### src/rtl/seg_scan_8dig.sv
// Time-multiplexed driver for an 8-digit common-anode seven-segment display.
// One anode is lit per slot, with an optional all-off gap at the start of each slot.
module seg_scan_8dig #(
  parameter int REFRESH_DIV = 100_000,
  parameter int BLANK_CYC   = 1000
) (
  input  logic        clk,
  input  logic        rst_n,
  input  logic [31:0] digits,
  input  logic [7:0]  dp_mask,
  input  logic [7:0]  en_mask,
  input  logic        blank_lz,
  output logic        CA,
  output logic        CB,
  output logic        CC,
  output logic        CD,
  output logic        CE,
  output logic        CF,
  output logic        CG,
  output logic        DP,
  output logic [7:0]  AN
);

  localparam int PW = (REFRESH_DIV > 1) ? $clog2(REFRESH_DIV) : 1;
  localparam logic [PW-1:0] LAST    = PW'(REFRESH_DIV - 1);
  localparam logic [PW-1:0] BLANK_P = PW'(BLANK_CYC);

  logic [PW-1:0] prescaler;
  logic [2:0]    idx;
  logic          tick;
  logic          in_gap;
  logic          blanked;
  logic          shown;
  logic [7:0]    zero_from;
  logic [3:0]    nibble;
  logic [7:0]    an_d;
  logic [6:0]    seg_d;
  logic          dp_d;
  logic [7:0]    an_q;
  logic [6:0]    seg_q;
  logic          dp_q;

  // Active-low {CA..CG} patterns for hex digits 0..F
  function automatic logic [6:0] seg_decode(input logic [3:0] n);
    case (n)
      4'h0:    seg_decode = 7'b0000001;
      4'h1:    seg_decode = 7'b1001111;
      4'h2:    seg_decode = 7'b0010010;
      4'h3:    seg_decode = 7'b0000110;
      4'h4:    seg_decode = 7'b1001100;
      4'h5:    seg_decode = 7'b0100100;
      4'h6:    seg_decode = 7'b0100000;
      4'h7:    seg_decode = 7'b0001111;
      4'h8:    seg_decode = 7'b0000000;
      4'h9:    seg_decode = 7'b0000100;
      4'hA:    seg_decode = 7'b0001000;
      4'hB:    seg_decode = 7'b1100000;
      4'hC:    seg_decode = 7'b0110001;
      4'hD:    seg_decode = 7'b1000010;
      4'hE:    seg_decode = 7'b0110000;
      default: seg_decode = 7'b0111000;
    endcase
  endfunction

  assign tick = (prescaler == LAST);

  // zero_from[i] is set when nibbles i..7 are all zero (leading-zero run)
  always_comb begin
    zero_from    = '0;
    zero_from[7] = (digits[31:28] == 4'h0);
    for (int i = 6; i >= 0; i--) begin
      zero_from[i] = zero_from[i+1] && (digits[4*i +: 4] == 4'h0);
    end
  end

  always_comb begin
    nibble  = digits[{idx, 2'b00} +: 4];
    in_gap  = (prescaler < BLANK_P);
    blanked = blank_lz && (idx != 3'd0) && zero_from[idx];
    shown   = !in_gap && en_mask[idx] && !blanked;
    an_d    = 8'hFF;
    seg_d   = 7'h7F;
    dp_d    = 1'b1;
    if (shown) begin
      an_d[idx] = 1'b0;
      seg_d     = seg_decode(nibble);
      dp_d      = ~dp_mask[idx];
    end
  end

  always_ff @(posedge clk) begin
    if (!rst_n) begin
      prescaler <= '0;
      idx       <= 3'd0;
      an_q      <= 8'hFF;
      seg_q     <= 7'h7F;
      dp_q      <= 1'b1;
    end else begin
      prescaler <= tick ? '0 : prescaler + 1'b1;
      if (tick) idx <= idx + 3'd1;
      an_q  <= an_d;
      seg_q <= seg_d;
      dp_q  <= dp_d;
    end
  end

  assign {CA, CB, CC, CD, CE, CF, CG} = seg_q;
  assign DP = dp_q;
  assign AN = an_q;

endmodule

### config.mk
export PLATFORM = sky130hd
export DESIGN_NAME = seg_scan_8dig
export DESIGN_NICKNAME = d
export VERILOG_FILES = /design/src/rtl/seg_scan_8dig.sv
export SDC_FILE = /design/constraint.sdc
export NUM_CORES = 1
export LEC_CHECK = 0
export CAP_MARGIN = 5
export CORE_MARGIN = 5
export CORE_UTILIZATION = 47
export DETAILED_ROUTE_END_ITERATION = 16
export GPL_TIMING_DRIVEN = 1
export PLACE_DENSITY = 0.8
export SETUP_SLACK_MARGIN = 0.1
export SKIP_CTS_REPAIR_TIMING = 1
export SLEW_MARGIN = 25
export SYNTH_ARGS = -nofsm -noshare
export SYNTH_HDL_FRONTEND = slang
export SYNTH_SLANG_ARGS = --single-unit
### constraint.sdc
create_clock -name clk -period 3 [get_ports clk]
set_input_delay 0.3 -clock clk [delete_from_list [all_inputs] [get_ports clk]]
set_output_delay 0.3 -clock clk [all_outputs]
set_load 0.01 [all_outputs]
* After elaboration in Yosys (flattened, before gate mapping)
Memories as Yosys holds them, arrays and structs flattened. A register that Yosys moved wholly into a read port is not among the register bits. Cells that the tools add are included.
Operators by class: add/sub/neg operators 2, multipliers 0, div/mod/pow operators 0, order comparisons 3, eq/ne operators 1, shift-type cells 1, muxes and demuxes 8, bitwise gates (word level) 3, reductions and logical operators 26
Operators with widths (number):
- zero test 4 bit | 8
- variable part select 32 x 6 -> 4 bit | 1
- adder 17 x 1 -> 17 bit (second input constant) | 1
- equality test 17 bit (second input constant) | 1
- < comparator 17 x 10 -> 1 bit (second input constant) | 1
- logical AND 1 bit | 12
- binary-select mux 1 bit (select 3 bit) | 3
- NOT 8 bit | 1
- < comparator 3 x 4 -> 1 bit (second input constant) | 1
- two-way mux 1 bit | 4
- adder 3 x 1 -> 3 bit (second input constant) | 1
- demux 1 bit (select 3 bit) | 1
- greater-or-equal comparator 3 x 1 -> 1 bit (second input constant) | 1
- zero test 1 bit | 3
- nonzero test 3 bit | 1
- NOT 1 bit | 2
- AND reduction 2 bit | 1
- OR reduction 2 bit | 1
Word-level totals: flip-flop bits (word level) 29, latch bits 0, bits in writable memories 0, ROM bits 112, word-level logic and storage cells 49, memories kept 1
Memories:
- (name not given) | words 16, bits a word 7, read ports 1, clocked after Yosys merged registers in 1, wr ports 0, RTL line 45 | case (n)

* Depth between registers and ports, before layout
Gate-level depths: netlist (run 1).
depth after elaboration 15, mapped depth 10

* Least setup slack after synthesis (run 1)
No wires, ideal clock.
path type reg2reg, from register idx[0], to register seg_q[6], setup time 117 ps, arrival time 1994 ps, path slack 889 ps, cell stages (with the launch flop) 9, period minus slack after synthesis 2111 ps, cell sequence dfxtp_1 -> buf_6 -> mux4_2 -> mux2i_1 -> inv_1 -> ha_1 -> nor2_1 -> o2bb2ai_1 -> o21ai_2
Between the ends: cells in the longest elaborated chain, start to end 7, elaborated cells on any way between the ends 13, those cells by class shift (1); mux (4); reduce/logical (8)
Ends and longest elaborated chain:
- from (decl) | RTL line 29 | logic [2:0] idx;
- from (signal assigned) | RTL line 100 | if (tick) idx <= idx + 3'd1;
- binary-select mux 1 bit (select 3 bit) or nonzero test 3 bit (tied branches) | RTL line 79 | blanked = blank_lz && (idx != 3'd0) && zero_from[idx];
- two-way mux 1 bit (implied by the code) or logical AND 1 bit (tied branches) | RTL line 79
- logical AND 1 bit | RTL line 79
- zero test 1 bit | RTL line 80 | shown = !in_gap && en_mask[idx] && !blanked;
- logical AND 1 bit | RTL line 80
- AND reduction 2 bit (no source line)
- zero test 1 bit (no source line)
- to (decl) | RTL line 40 | logic [6:0] seg_q;
Parallel ways exist; a longest one is shown, timed or not. The select of a mux whose other input is x is not followed. A chain may end at the register's enable or synchronous reset.

* Final worst setup path (run 1)
Ends and elaborated chain as after synthesis.

==> results.md, run 1 <==
| Step | Result | Reported |
| --- | --- | --- |
| hold path | Hold Crit Endpoint | prescaler[0]$_SDFF_PP0_ |
| place | Area after detailed placement | 2894 µm² |
| setup path | FF-to-FF setup slack | 0.48 ns |
| synthesis | Average size of a mapped cell | 10.32 µm² |
| drt | Total number of vias | 1,891 |
| pwr | PwrDens | 330.7 nW/µm² |
| timing | Headroom to the max-slew limit | 49.06% |
| pwr | Reported leakage power | 1.058 nW |
| timing | Fmax achieved | 396.3 MHz |
| synthesis | Synthesized Nets | 275 |
| setup path | Endpoint arrival time on the critical path | 2.68 ns |
| cells and area | Ant. Diodes | 0 |
| synthesis | Count of flip-flops with a built-in enable after synthesis | 0 |
| clock network | Clock buffer count from CTS | 5 |
| drt | Routed wire per std cell | 16.01 µm |
| drt | Number of detailed-route iterations in the first pass | 4 |
| timing | Worst Setup Slack, final | 0.4764 ns |
| grt | Antenna violations before repair | 0 |
| floorplan | Number of placement rows | 25 |
| place | PortBufs | 66 |
| synthesis | Commonest cells post-synth | dfxtp_1 (36), nor2_1 (21), mux2i_1 (13) |
| floorplan | Number of top-level pins | 67 |
| outcome | Run status | complete, no violations |
| synthesis | Area share of the largest cell type after synthesis | 32.49% |
| synthesis | Number of storage elements in the synthesis netlist | 36 |
| place | Detailed-placement wirelength estimate | 4380 µm |
| synthesis | Syn Std Cell Area | 2218 µm² |
| synthesis | Cell with the most instances after synthesis | dfxtp_1 |
| grt | Largest net degree at the start of global routing | 17 |
| clock network | Clock-pin slew of the registers on the worst-case setup and hold paths | 0.08 ns |
| cells and area | NumNets Final | 342 |
| synthesis | YS warnings | 0 |
| timing | Worst-Margin Slew | 0.7616 ns |
| setup path | Path type of the worst setup path | reg -> reg |
| drt | Routed WL | 5394 µm |
| timing | Final sum of negative setup slack | 0 ns |
| drt | Wire length on met3 | 180 µm |
| drt | Number of design rule violations left after detail routing | 0 |
| grt | First-pass GRT wire length | 9197 µm |
| timing | Final worst path period need | 2.524 ns |
| floorplan | Die Span X | 78.70 µm |
| timing | Number of hold-slack violations in the final timing report | 0 |
| synthesis | Cells taking the most area after synthesis | dfxtp_1 (32%), mux4_2 (8.1%), mux2i_1 (5.9%), ha_1 (5.1%), nor2_1 (3.6%) |
| timing | Final hold slack | 0.4697 ns |
| hold path | Number of cells on the worst hold path | 1 |
| timing | Fin Clk Skew | 0.007560 ns |
| hold path | Startpoint of the worst hold path | prescaler[0]$_SDFF_PP0_ |
| synthesis | Post-synth top flop | dfxtp_1 |
| clock network | H-Tree Level Count | 2 |
| drt | Met2 wire len | 2930 µm |
| cells and area | Post-synthesis to final-layout area growth | 34.69% |
| cells and area | Finished Cell Area | 2988 µm² |
| drt | Drt via density | 5.611 |
| clock network | Clock latency on the worst-skew pair | 0.30 ns |
| synthesis | Sequential-to-total area share from yosys stat | 32.49% |
| drt | Wire length on met1 | 2184 µm |
| clock network | Cell chosen for the clock root | clkbuf_8 |
| setup path | Logic depth of the worst register-to-register path | 7 |
| timing | RSZ-0062 raised after global routing | false |
| floorplan | Die height | 78.70 µm |
| setup path | Critical register-to-register path endpoint | seg_q[6]$_SDFF_PN1_ |
| clock network | Clock sink total | 36 |
| flow run | Max Cap Violations | 0 |
| setup path | Worst Path Max Fanout | 10 |
| synthesis | Syn Inst Count | 215 |
| synthesis | Count of distinct cell types in the synthesized netlist | 51 |
| drt | Iteration-0 DRC Markers | 69 |
| setup path | Launching point of the worst reg2reg path | idx[0]$_SDFFE_PN0P_ |
| floorplan | Die area | 6194 µm² |
| timing | Pins Over Slew Limit | 0 |
| timing | Number of failing setup endpoints in the final timing report | 0 |
| setup path | Critical Path RT | 3.15 ns |
| cells and area | Final-layout fill cell count | 369 |
| clock network | CTS tree | done |
| grt | Via count of the first global-routing pass | 1,943 |
| grt | Combined global-route utilization of all metal layers | 18.88% |
| place | Minimum setup slack after placement | 0.4746 ns |
| timing | Final worst-path cycle share | 84.12% |
| setup path | Kind of launch point of the worst setup path | flop |
| place | Routability congestion estimate | 0.9651 |
| synthesis | Ys async rst share | 0% |
| clock network | Clock Tree Buf Depth | 2 |
| cells and area | Fraction of layout cells with a size suffix above 1 | 15.55% |
| synthesis | Cell taking the most area after synthesis | dfxtp_1 |
| grt | Grt ovf | 0 |
| floorplan | Starting density of the core | 47.60% |
| pwr | IR drop worst, VDD | 0.0002211 V |
| drt | Post-detailed-route count of antenna-violating nets | 0 |
| floorplan | Area of the core | 4661 µm² |
| drt | Top metal layer carrying routed signals | met4 |
| hold path | Worst Hold Class | reg -> reg |
| setup path | Setup crit end kind | flop |
metrics by stage:
stage	instances	power, W	util [%]
after floorplan	215	0.0005484	-
after global placement	329	0.0006310	62.09
after detailed placement	329	0.0006321	62.09
after CTS	337	0.0009974	64.11
after global routing	337	0.001035	64.11
final	337	0.0009882	64.11
where the power goes:
part | internal (W) | leakage, nW | switching [W]
registers | 0.000481 | 0.291 | 0.00000357
logic | 0.0000849 | 0.722 | 0.0000521
clock network | 0.000187 | 0.0445 | 0.000180
total | 0.000753 | 1.06 | 0.000236
critical path, cell delays in order, from the launching register on:
cell and delay (ns):
dfxtp_1 0.66, mux4_2 0.58, mux2i_1 0.33, inv_1 0.17
ha_1 0.25, nor2_1 0.15, o2bb2ai_1 0.16, o21ai_2 0.08
flip-flops by register name, summed over array words and instances (netlist names):
register	flops
AN	8
DP	1
idx	3
prescaler	17
seg_q	7
placed cells by master (no fill, tap or decap), types with 6 or more instances in the layout:
master	Yosys	final
clkdlybuf4s50_1	0	66
dfxtp_1	36	36
nor2_1	21	21
mux2i_1	13	13
nand2_1	10	10
xnor2_1	9	9
ha_1	9	9
nand3_1	8	8
mux4_2	8	8
xor2_1	8	8
nor4_1	7	7
nand4_1	7	7
clkbuf_8	0	6
worst max path at each step:
stage,startpoint,end,slack (ns),cells after the start
after floorplan,idx[0]$_SDFFE_PN0P_,seg_q[6]$_SDFF_PN1_,0.89,8
after global placement,digits[29],seg_q[6]$_SDFF_PN1_,0.52,8
after detailed placement,digits[29],seg_q[6]$_SDFF_PN1_,0.47,8
after CTS,idx[0]$_SDFFE_PN0P_,seg_q[6]$_SDFF_PN1_,0.46,7
after global routing,idx[0]$_SDFFE_PN0P_,seg_q[3]$_SDFF_PN1_,0.21,9
final,idx[0]$_SDFFE_PN0P_,seg_q[6]$_SDFF_PN1_,0.48,7
cell type report:
type                    count  area (µm²)  share of cell area, %
well taps                  54       67.56                  2.261
clock inverters             1       7.507                 0.2513
clock buffers               7       86.33                  2.889
inverters                   6       22.52                 0.7538
flip-flops and latches     36       720.7                  24.12
multi-input cells         163        1393                  46.61
repair buffers             70       690.7                  23.12
per-layer routing:
metal | vias up | global-route usage, %
met1 | 917 | 21.71
met3 | 10 | 3.515
li1 | 930 | -
met4 | 0 | 7.343
met5 | - | 0
met2 | 34 | 34.38
logic make-up (layout without fill, tap and decap cells):
logic type      Yosys count  count (layout)  synth area share (%)
simple gates             92              92                 23.97
fa+ha+maj                 9               9                 5.076
xor+xnor                 17              17                 6.712
compound gates           19              19                 9.306
flops                    36              36                 32.49
buf+inv                  16              84                 4.737
mux                      26              26                 17.71
(Power assumes the default switching activity.)
==> run 2: changes to the inputs <==
CORE_UTILIZATION = 43   (was 47)
PLACE_DENSITY = 0.77   (was 0.8)
clock period = 2 ns   (was 3 ns; I/O delays follow)
==> results.md, run 2 (synthesis results as in run 1) <==
| Step | Result | Reported |
| --- | --- | --- |
| setup path | Endpoint arrival time on the critical path | 2.12 ns |
| floorplan | Number of placement rows | 26 |
| timing | Pins Over Slew Limit | 0 |
| hold path | Worst Hold Class | reg -> reg |
| grt | Via count of the first global-routing pass | 1,945 |
| floorplan | Area of the core | 5075 µm² |
| pwr | IR drop worst, VDD | 0.0004722 V |
| drt | Number of detailed-route iterations in the first pass | 4 |
| cells and area | Max reg flops | 17 |
| grt | Combined global-route utilization of all metal layers | 17.67% |
| timing | Headroom to the max-slew limit | 64.66% |
| clock network | Cell chosen for the clock root | clkbuf_8 |
| timing | Number of failing setup endpoints in the final timing report | 0 |
| grt | First-pass GRT wire length | 8990 µm |
| pwr | Reported leakage power | 1.270 nW |
| hold path | Startpoint of the worst hold path | prescaler[0]$_SDFF_PP0_ |
| drt | Total number of vias | 2,038 |
| floorplan | Number of top-level pins | 67 |
| pwr | PwrDens | 440.0 nW/µm² |
| grt | Antenna violations before repair | 0 |
| drt | Drt via density | 5.266 |
| setup path | Launching point of the worst reg2reg path | idx[0]$_SDFFE_PN0P_ |
| clock network | Clock-pin slew of the registers on the worst-case setup and hold paths | 0.07 ns |
| clock network | CTS tree | done |
| setup path | Worst Setup SP | idx[0]$_SDFFE_PN0P_ |
| setup path | Path type of the worst setup path | reg -> reg |
| drt | Routed wire per std cell | 15.76 µm |
| cells and area | Most frequent standard cell in the layout excluding fill and tap cells | clkdlybuf4s50_1 |
| outcome | Run status | complete, no violations |
| setup path | Setup crit end kind | flop |
| setup path | Kind of launch point of the worst setup path | flop |
| cells and area | NumNets Final | 376 |
| place | Routability congestion estimate | 0.8656 |
| place | Cell total after placement | 371 |
| setup path | Worst Path Max Fanout | 7 |
| grt | Grt ovf | 0 |
| drt | Iteration-0 DRC Markers | 88 |
| timing | Worst-Margin Slew | 0.5260 ns |
| cells and area | Final cell count without fillers | 387 |
| place | PortBufs | 66 |
| cells and area | Register containing the most flip-flops in the final layout | prescaler |
| timing | RSZ-0062 raised after global routing | true |
| clock network | Clock Tree Buf Depth | 2 |
| clock network | Clock latency on the worst-skew pair | 0.29 ns |
| clock network | Clock sink total | 36 |
| timing | Final worst path period need | 1.937 ns |
| cells and area | Ant. Diodes | 0 |
| timing | Fin Clk Skew | 0.005602 ns |
| setup path | Critical Path RT | 2.18 ns |
| clock network | H-Tree Level Count | 2 |
| timing | Final hold slack | 0.4622 ns |
| timing | Number of hold-slack violations in the final timing report | 0 |
| cells and area | Post-synthesis to final-layout area growth | 55.89% |
| place | Detailed-placement wirelength estimate | 4552 µm |
| floorplan | Die area | 6695 µm² |
| timing | Final worst-path cycle share | 96.87% |
| cells and area | Commonest non-fill, non-tap cells in the layout | clkdlybuf4s50_1 (66), dfxtp_1 (34), buf_4 (31) |
| grt | Largest net degree at the start of global routing | 17 |
| setup path | FF-to-FF setup slack | 0.06 ns |
| drt | Routed WL | 6100 µm |
| drt | Post-detailed-route count of antenna-violating nets | 0 |
| floorplan | Die height | 81.83 µm |
| floorplan | Die Span X | 81.83 µm |
| cells and area | Fraction of layout cells with a size suffix above 1 | 30.28% |
| floorplan | Starting density of the core | 43.71% |
| pwr | Pwr Total | 0.001522 W |
| drt | Number of design rule violations left after detail routing | 0 |
| timing | Fmax achieved | 516.1 MHz |
| flow run | Max Cap Violations | 0 |
| clock network | Clock buffer count from CTS | 5 |
-- run 2: cell types whose count changed in the layout (fill, tap and decap cells not counted), moves of 3 or more --
cell and change:
buf_12 +3, buf_4 +27, buf_6 +3, ha_1 -4, ha_4 +4, mux2i_1 -5
mux2i_2 +4
-- run 2: per-stage QoR --
stage	setup TNS (ns)	instance area, µm²	util, %	worst slack, ns
floorplan	0	2240	-	0.1006
global placement	-0.2654	3163	62.33	-0.04840
detailed placement	-1.084	3163	62.33	-0.1444
CTS	-0.1079	3253	64.10	-0.04154
global route	-0.01044	3458	68.15	-0.01044
finish	0	3458	68.15	0.06251
-- run 2: final timing paths --
check / cells past startpoint / end
worst max register to register: 7 / seg_q[6]$_SDFF_PN1_
worst min-delay path: 1 / prescaler[0]$_SDFF_PP0_
worst max-delay path: 7 / seg_q[6]$_SDFF_PN1_
worst min register to register: 1 / prescaler[0]$_SDFF_PP0_
-- run 2: power breakdown --
group / internal [W] / total [W] / switching (W) / leakage (nW)
Clock: 0.000281 / 0.000536 / 0.000256 / 0.0455
Combinational: 0.000162 / 0.000261 / 0.0000986 / 0.932
Sequential: 0.000719 / 0.000724 / 0.00000525 / 0.293
Total: 0.00116 / 0.00152 / 0.000360 / 1.27
-- run 2: layout make-up --
cell class | count | area, µm²
Multi-Input combinational cell | 163 | 1518
Inverter | 6 | 22.52
Clock buffer | 8 | 90.09
Timing Repair Buffer | 104 | 1012
Sequential cell | 36 | 728.2
Tap cell | 70 | 87.58
Fill cell | 402 | 1617
-- run 2: worst max-delay path, stage by stage, from the launching register on --
cell and delay (ns):
dfxtp_4 0.41, mux4_2 0.56, mux2i_4 0.25, inv_2 0.10, ha_4 0.19, nor2_4 0.08, o2bb2ai_1 0.14, o21ai_2 0.09
-- run 2: layer usage --
layer | track usage (%) | vias up | wire, µm
li1 | - | 994 | -
met1 | 20.83 | 972 | 2476
met2 | 31.42 | 54 | 3237
met3 | 3.289 | 18 | 231
met4 | 6.977 | 0 | 153
met5 | 0 | - | 0
